$ cat src/rtl/bitonic_loader.sv
// Packs a serial valid/ready word stream into a DEPTH-wide block for the bitonic
// sorter, padding unfilled slots with a sentinel that sorts to the tail.

module bitonic_loader_slot #(
  parameter int               WIDTH = 32,
  parameter logic [WIDTH-1:0] PAD   = '1
) (
  input  logic             clk,
  input  logic             rst,
  input  logic             i_clr,
  input  logic             i_we,
  input  logic [WIDTH-1:0] i_d,
  output logic [WIDTH-1:0] o_q
);
  logic [WIDTH-1:0] r_q;

  always_ff @(posedge clk) begin
    if (rst || i_clr) r_q <= PAD;
    else if (i_we)    r_q <= i_d;
  end

  assign o_q = r_q;
endmodule

module bitonic_loader #(
  parameter int DEPTH = 8,
  parameter int WIDTH = 32,
  parameter int DIR   = 1
) (
  input  logic                     clk,
  input  logic                     rst,
  input  logic                     in_valid,
  input  logic [WIDTH-1:0]         in_data,
  input  logic                     in_last,
  output logic                     in_ready,
  output logic [WIDTH-1:0]         out_seq [DEPTH-1:0],
  output logic                     out_valid,
  output logic [$clog2(DEPTH):0]   out_count
);
  localparam int               IDXW     = $clog2(DEPTH);
  localparam int               CW       = IDXW + 1;
  localparam logic [IDXW-1:0]  LAST_IDX = IDXW'(DEPTH - 1);
  // Ascending sort pushes all-ones to the tail; descending pushes all-zeros.
  localparam logic [WIDTH-1:0] PAD      = (DIR != 0) ? {WIDTH{1'b1}} : {WIDTH{1'b0}};

  typedef enum logic {S_FILL, S_ISSUE} state_t;

  state_t           r_state, w_state_nxt;
  logic [IDXW-1:0]  r_idx, w_idx_nxt;
  logic [CW-1:0]    r_count, w_count_nxt;
  logic             w_accept;
  logic             w_clr;
  logic [WIDTH-1:0] w_buf [DEPTH-1:0];

  logic [WIDTH-1:0] r_out_seq [DEPTH-1:0];
  logic             r_out_valid;
  logic [CW-1:0]    r_out_count;

  always_ff @(posedge clk) begin
    if (rst) begin
      r_state <= S_FILL;
      r_idx   <= '0;
      r_count <= '0;
    end else begin
      r_state <= w_state_nxt;
      r_idx   <= w_idx_nxt;
      r_count <= w_count_nxt;
    end
  end

  always_comb begin
    w_state_nxt = r_state;
    w_idx_nxt   = r_idx;
    w_count_nxt = r_count;
    in_ready    = 1'b0;
    w_accept    = 1'b0;
    w_clr       = 1'b0;
    case (r_state)
      S_FILL: begin
        in_ready = !rst;
        w_accept = in_valid && !rst;
        if (w_accept) begin
          w_idx_nxt = r_idx + IDXW'(1);
          // Explicit last-slot compare: idx wraps to 0 on a full block.
          if (in_last || (r_idx == LAST_IDX)) begin
            w_count_nxt = CW'(r_idx) + CW'(1);
            w_state_nxt = S_ISSUE;
          end
        end
      end
      S_ISSUE: begin
        w_clr       = 1'b1;
        w_idx_nxt   = '0;
        w_state_nxt = S_FILL;
      end
      default: w_state_nxt = S_FILL;
    endcase
  end

  for (genvar k = 0; k < DEPTH; k++) begin : g_slot
    bitonic_loader_slot #(.WIDTH(WIDTH), .PAD(PAD)) u_slot (
      .clk  (clk),
      .rst  (rst),
      .i_clr(w_clr),
      .i_we (w_accept && (r_idx == IDXW'(k))),
      .i_d  (in_data),
      .o_q  (w_buf[k])
    );
  end

  // Outputs are zero whenever not valid; the sorter consumes them unqualified.
  always_ff @(posedge clk) begin
    if (rst || (r_state != S_ISSUE)) begin
      r_out_valid <= 1'b0;
      r_out_count <= '0;
      for (int k = 0; k < DEPTH; k++) r_out_seq[k] <= '0;
    end else begin
      r_out_valid <= 1'b1;
      r_out_count <= r_count;
      for (int k = 0; k < DEPTH; k++) r_out_seq[k] <= w_buf[k];
    end
  end

  assign out_valid = r_out_valid;
  assign out_count = r_out_count;
  assign out_seq   = r_out_seq;
endmodule

$ cat config.mk
export PLATFORM = sky130hd
export DESIGN_NAME = bitonic_loader
export DESIGN_NICKNAME = d
export VERILOG_FILES = /design/src/rtl/bitonic_loader.sv
export SDC_FILE = /design/constraint.sdc
export NUM_CORES = 1
export LEC_CHECK = 0
export BUFFER_PORTS_ARGS = -buffer_cell sky130_fd_sc_hd__buf_2
export CAP_MARGIN = 5
export CORE_MARGIN = 3
export CORE_UTILIZATION = 46
export CTS_BUF_LIST = sky130_fd_sc_hd__clkbuf_4 sky130_fd_sc_hd__clkbuf_8
export DETAILED_ROUTE_END_ITERATION = 16
export PLACE_DENSITY = 0.75
export SLEW_MARGIN = 20
export SYNTH_ARGS = -nofsm -noshare
export SYNTH_HDL_FRONTEND = slang
export SYNTH_HIERARCHICAL = 1
export SYNTH_SLANG_ARGS = --single-unit
export TNS_END_PERCENT = 5
$ cat constraint.sdc
create_clock -name clk -period 2.81 [get_ports clk]
set_input_delay 0.562 -clock clk [delete_from_list [all_inputs] [get_ports clk]]
set_output_delay 0.562 -clock clk [all_outputs]
set_load 0.02 [all_outputs]
==> Implementation_results.wiki <==
{| class="wikitable"
! Metric !! Value
|-
| Gr busiest metal || met2
|-
| Core Rows || 69
|-
| Worst hold-check slack || 263.7 ps
|-
| Critical-path maximum fanout || 14
|-
| Met3 Track Usage GR || 0.06855
|-
| Total gr overflow || 0
|-
| Io pins || 298
|-
| Die Ht || 196.8 µm
|-
| Number of library cell types mapped by synthesis || 27
|-
| Number of search-and-repair iterations in the first detailed-routing pass || 4
|-
| Synthesized area per cell || 11.71 µm²
|-
| Wire length of the first global-routing pass || 61290 µm
|-
| Via count of the first global-routing pass || 10910
|-
| Pin count of the biggest net entering global routing || 103
|-
| Initial antenna violation count || 1
|-
| Layout area overhead || 19.85%
|-
| Routed length per instance || 17.70 µm
|-
| CTS sink count || 525
|-
| Total power divided by cell area || 732.4 nW/µm²
|-
| RSZ-0062 raised after global routing || false
|-
| Flop and latch count out of synthesis || 525
|-
| Cell type with the largest total area after synthesis || dfxtp_1
|-
| Clock-pin slew of the registers on the worst-case setup and hold paths || 60 ps
|-
| Fill cells || 3030
|-
| Time the final worst path needs with I/O delays and setup || 2084 ps
|-
| Clk_skew || 25.82 ps
|-
| Width of the die || 196.8 µm
|-
| Syn Nets || 1472
|-
| Synth Warn # || 6
|-
| DP HPWL || 26300 µm
|-
| Post CTS Setup Buffer Count || 0
|-
| Number of DRC violations after detailed-routing iteration 0 || 551
|-
| Slew Viols, Final || 0
|-
| Synth Instances || 1430
|-
| Port bufs || 297
|-
| Root cell of the clock tree || clkbuf_8
|-
| Portion of synthesized cell area occupied by the leading cell type || 0.6278
|-
| CTS buffer count || 79
|-
| Max-slew headroom || 0.6584
|-
| Number of maximum-capacitance constraint violations || 0
|-
| Number of cells in the design after placement || 2131
|-
| Outcome || finished clean
|-
| Maximum buffer depth of the clock tree || 3
|-
| Final Hold Fails || 0
|-
| P_leak || 8.640 nW
|-
| Number of instances resized during post-cts repair || 0
|-
| Sequential-to-total area share from yosys stat || 0.6278
|-
| Worst path required time || 2250 ps
|-
| Routability congestion estimate || 0.7955
|-
| Final setup vio count || 0
|-
| Routed vias || 10670
|-
| Worst hold path type || in2reg
|-
| Clock latency on the worst-skew pair || 620 ps
|-
| Aggregate routed wire length || 40120 µm
|-
| Ratio of final minimum period to clock period || 0.7415
|-
| CTS tree || built
|-
| Actual slew at the worst max-slew pin || 511.3 ps
|-
| Core Region || 35740 µm²
|-
| Initial core utilization || 0.4684
|-
| Worst setup EP type || primary output
|-
| Min setup slack post-route || 726.5 ps
|-
| Floorplan die area || 38720 µm²
|-
| Setup CP Type || reg2out
|-
| Clock H-tree levels || 3
|-
| Worst setup timing slack at the placement stage || 612.5 ps
|-
| Antenna diodes || 0
|-
| Vias per std cell || 4.707
|-
| Synth Cell Area || 16740 µm²
|-
| DRC violations left || 0
|-
| Leading cell types by total area after synthesis || dfxtp_1, mux2i_1, and2_1
|-
| Final ANT Viol Nets || 0
|-
| Post-cts hold buffer count || 0
|-
| Timing-limited maximum frequency || 480.0 MHz
|-
| Final non-filler cell total || 2266
|-
| Met1 capacity usage during global routing || 0.2515
|-
| GRT met2 Usage || 0.3374
|-
| Fraction of layout cells with a size suffix above 1 || 0.2676
|-
| Critical path launch point type || register
|-
| Util after Layout || 0.5614
|-
| Worst R2R Setup Slack || 850 ps
|-
| Final #Nets || 1793
|-
| Setup_tns || 0 ps
|-
| CP Data Arrival Time || 1520 ps
|-
| VDD IR-drop max || 0.5476 mV
|-
| Combined global-route utilization of all metal layers || 0.2033
|}
-- state kept, by name (all words and copies together), names as in the netlist --
| name | cells |
|---|---|
| g_slot.u_slot/o_q | 256 |
| out_seq | 256 |
| out_count | 4 |
| r_count | 4 |
| r_idx | 3 |
| out_valid | 1 |
| r_state | 1 |
-- layout make-up --
type | count | area, µm² | area share
flip-flops and latches | 525 | 10510 | 0.5238
well taps | 461 | 576.8 | 0.02875
multi-input cells | 815 | 5559 | 0.2770
clock buffers | 127 | 1554 | 0.07745
inverters | 4 | 15.01 | 0.0007483
repair buffers | 326 | 1779 | 0.08867
clock inverters | 8 | 71.32 | 0.003554
-- metal layers --
metal  vias to the layer above  share of wire
met2                       307           0.47
met1                      5078           0.44
met3                        52          0.076
li1                       5226              -
met4                         2          0.016
met5                         -        0.00027
-- per-stage QoR --
| step | instance area, µm² | power, mW |
|---|---|---|
| 2_1_floorplan | 16740 | 8.248 |
| 3_3_place_gp | 18440 | 8.563 |
| 3_5_place_dp | 18440 | 8.575 |
| 4_1_cts | 20070 | 14.88 |
| 5_1_grt | 20070 | 15.24 |
| 6_report | 20070 | 14.70 |
-- critical path, cell delays in order (launching register included) --
cell	delay, ps
dfxtp_1	370
buf_4	310
nor2_1	60
buf_2	180
-- power breakdown --
part,internal [mW],switching (mW),total (mW)
sequential,7.60,0.0586,7.65
clock,3.57,2.72,6.29
combinational,0.250,0.503,0.752
-- final timing paths --
kind | from | end | cells past startpoint
worst max-delay path | r_state | in_ready | 3
worst min-delay path | in_last | r_state | 3
worst max register to register | r_idx[0] | g_slot[7].u_slot/o_q[21] | 6
worst min register to register | g_slot[3].u_slot/o_q[7] | out_seq[103] | 1
-- cells in the mapped netlist --
| cell type | instances |
|---|---|
| a2111oi_0 | 1 |
| and2_1 | 260 |
| and2_2 | 2 |
| and2b_1 | 1 |
| and3_2 | 6 |
| buf_2 | 26 |
| buf_4 | 3 |
| buf_6 | 8 |
| buf_8 | 24 |
| clkbuf_1 | 6 |
| clkbuf_2 | 19 |
| dfxtp_1 | 525 |
| ha_1 | 6 |
| inv_1 | 4 |
| mux2_4 | 1 |
| mux2i_1 | 259 |
| nand2_1 | 256 |
| nand2b_1 | 2 |
| nor2_1 | 11 |
| nor2b_1 | 2 |
| nor3_1 | 2 |
| nor3b_4 | 1 |
| o21ai_0 | 1 |
| o21ai_4 | 1 |
| o41ai_2 | 1 |
| or3b_2 | 1 |
| xnor2_1 | 1 |
-- cells in the final DEF, fill, tap and decap left out --
| cell | synthesis | final |
|---|---|---|
| a2111oi_0 | 1 | 1 |
| and2_1 | 260 | 260 |
| and2_2 | 2 | 2 |
| and2b_4 | 0 | 1 |
| and3_2 | 6 | 6 |
| buf_12 | 0 | 6 |
| buf_2 | 26 | 297 |
| buf_4 | 3 | 23 |
| bufinv_16 | 0 | 1 |
| clkbuf_4 | 0 | 31 |
| clkbuf_8 | 0 | 96 |
| clkinv_2 | 0 | 5 |
| clkinvlp_4 | 0 | 1 |
| dfxtp_1 | 525 | 525 |
| ha_1 | 6 | 6 |
| inv_1 | 4 | 4 |
| inv_6 | 0 | 1 |
| mux2_4 | 1 | 1 |
| mux2i_1 | 259 | 259 |
| nand2_1 | 256 | 256 |
| nand2b_1 | 2 | 2 |
| nor2_1 | 11 | 3 |
| nor2_4 | 0 | 8 |
| nor2b_1 | 2 | 2 |
| nor3_1 | 2 | 2 |
| nor3b_4 | 1 | 1 |
| o21ai_0 | 1 | 1 |
| o21ai_4 | 1 | 1 |
| o41ai_2 | 1 | 1 |
| or3b_2 | 1 | 1 |
| xnor2_1 | 1 | 1 |
-- kinds of logic after synthesis --
group / share of synthesized area
muxes: 0.1557
DFF: 0.6278
xor gates and xnor gates: 0.0005232
AOI/OAI and AO/OA: 0.002765
and+or+nand+nor: 0.1648
buffers and inverters: 0.04394
adders and majority gates: 0.004484
(Power assumes the default switching activity.)
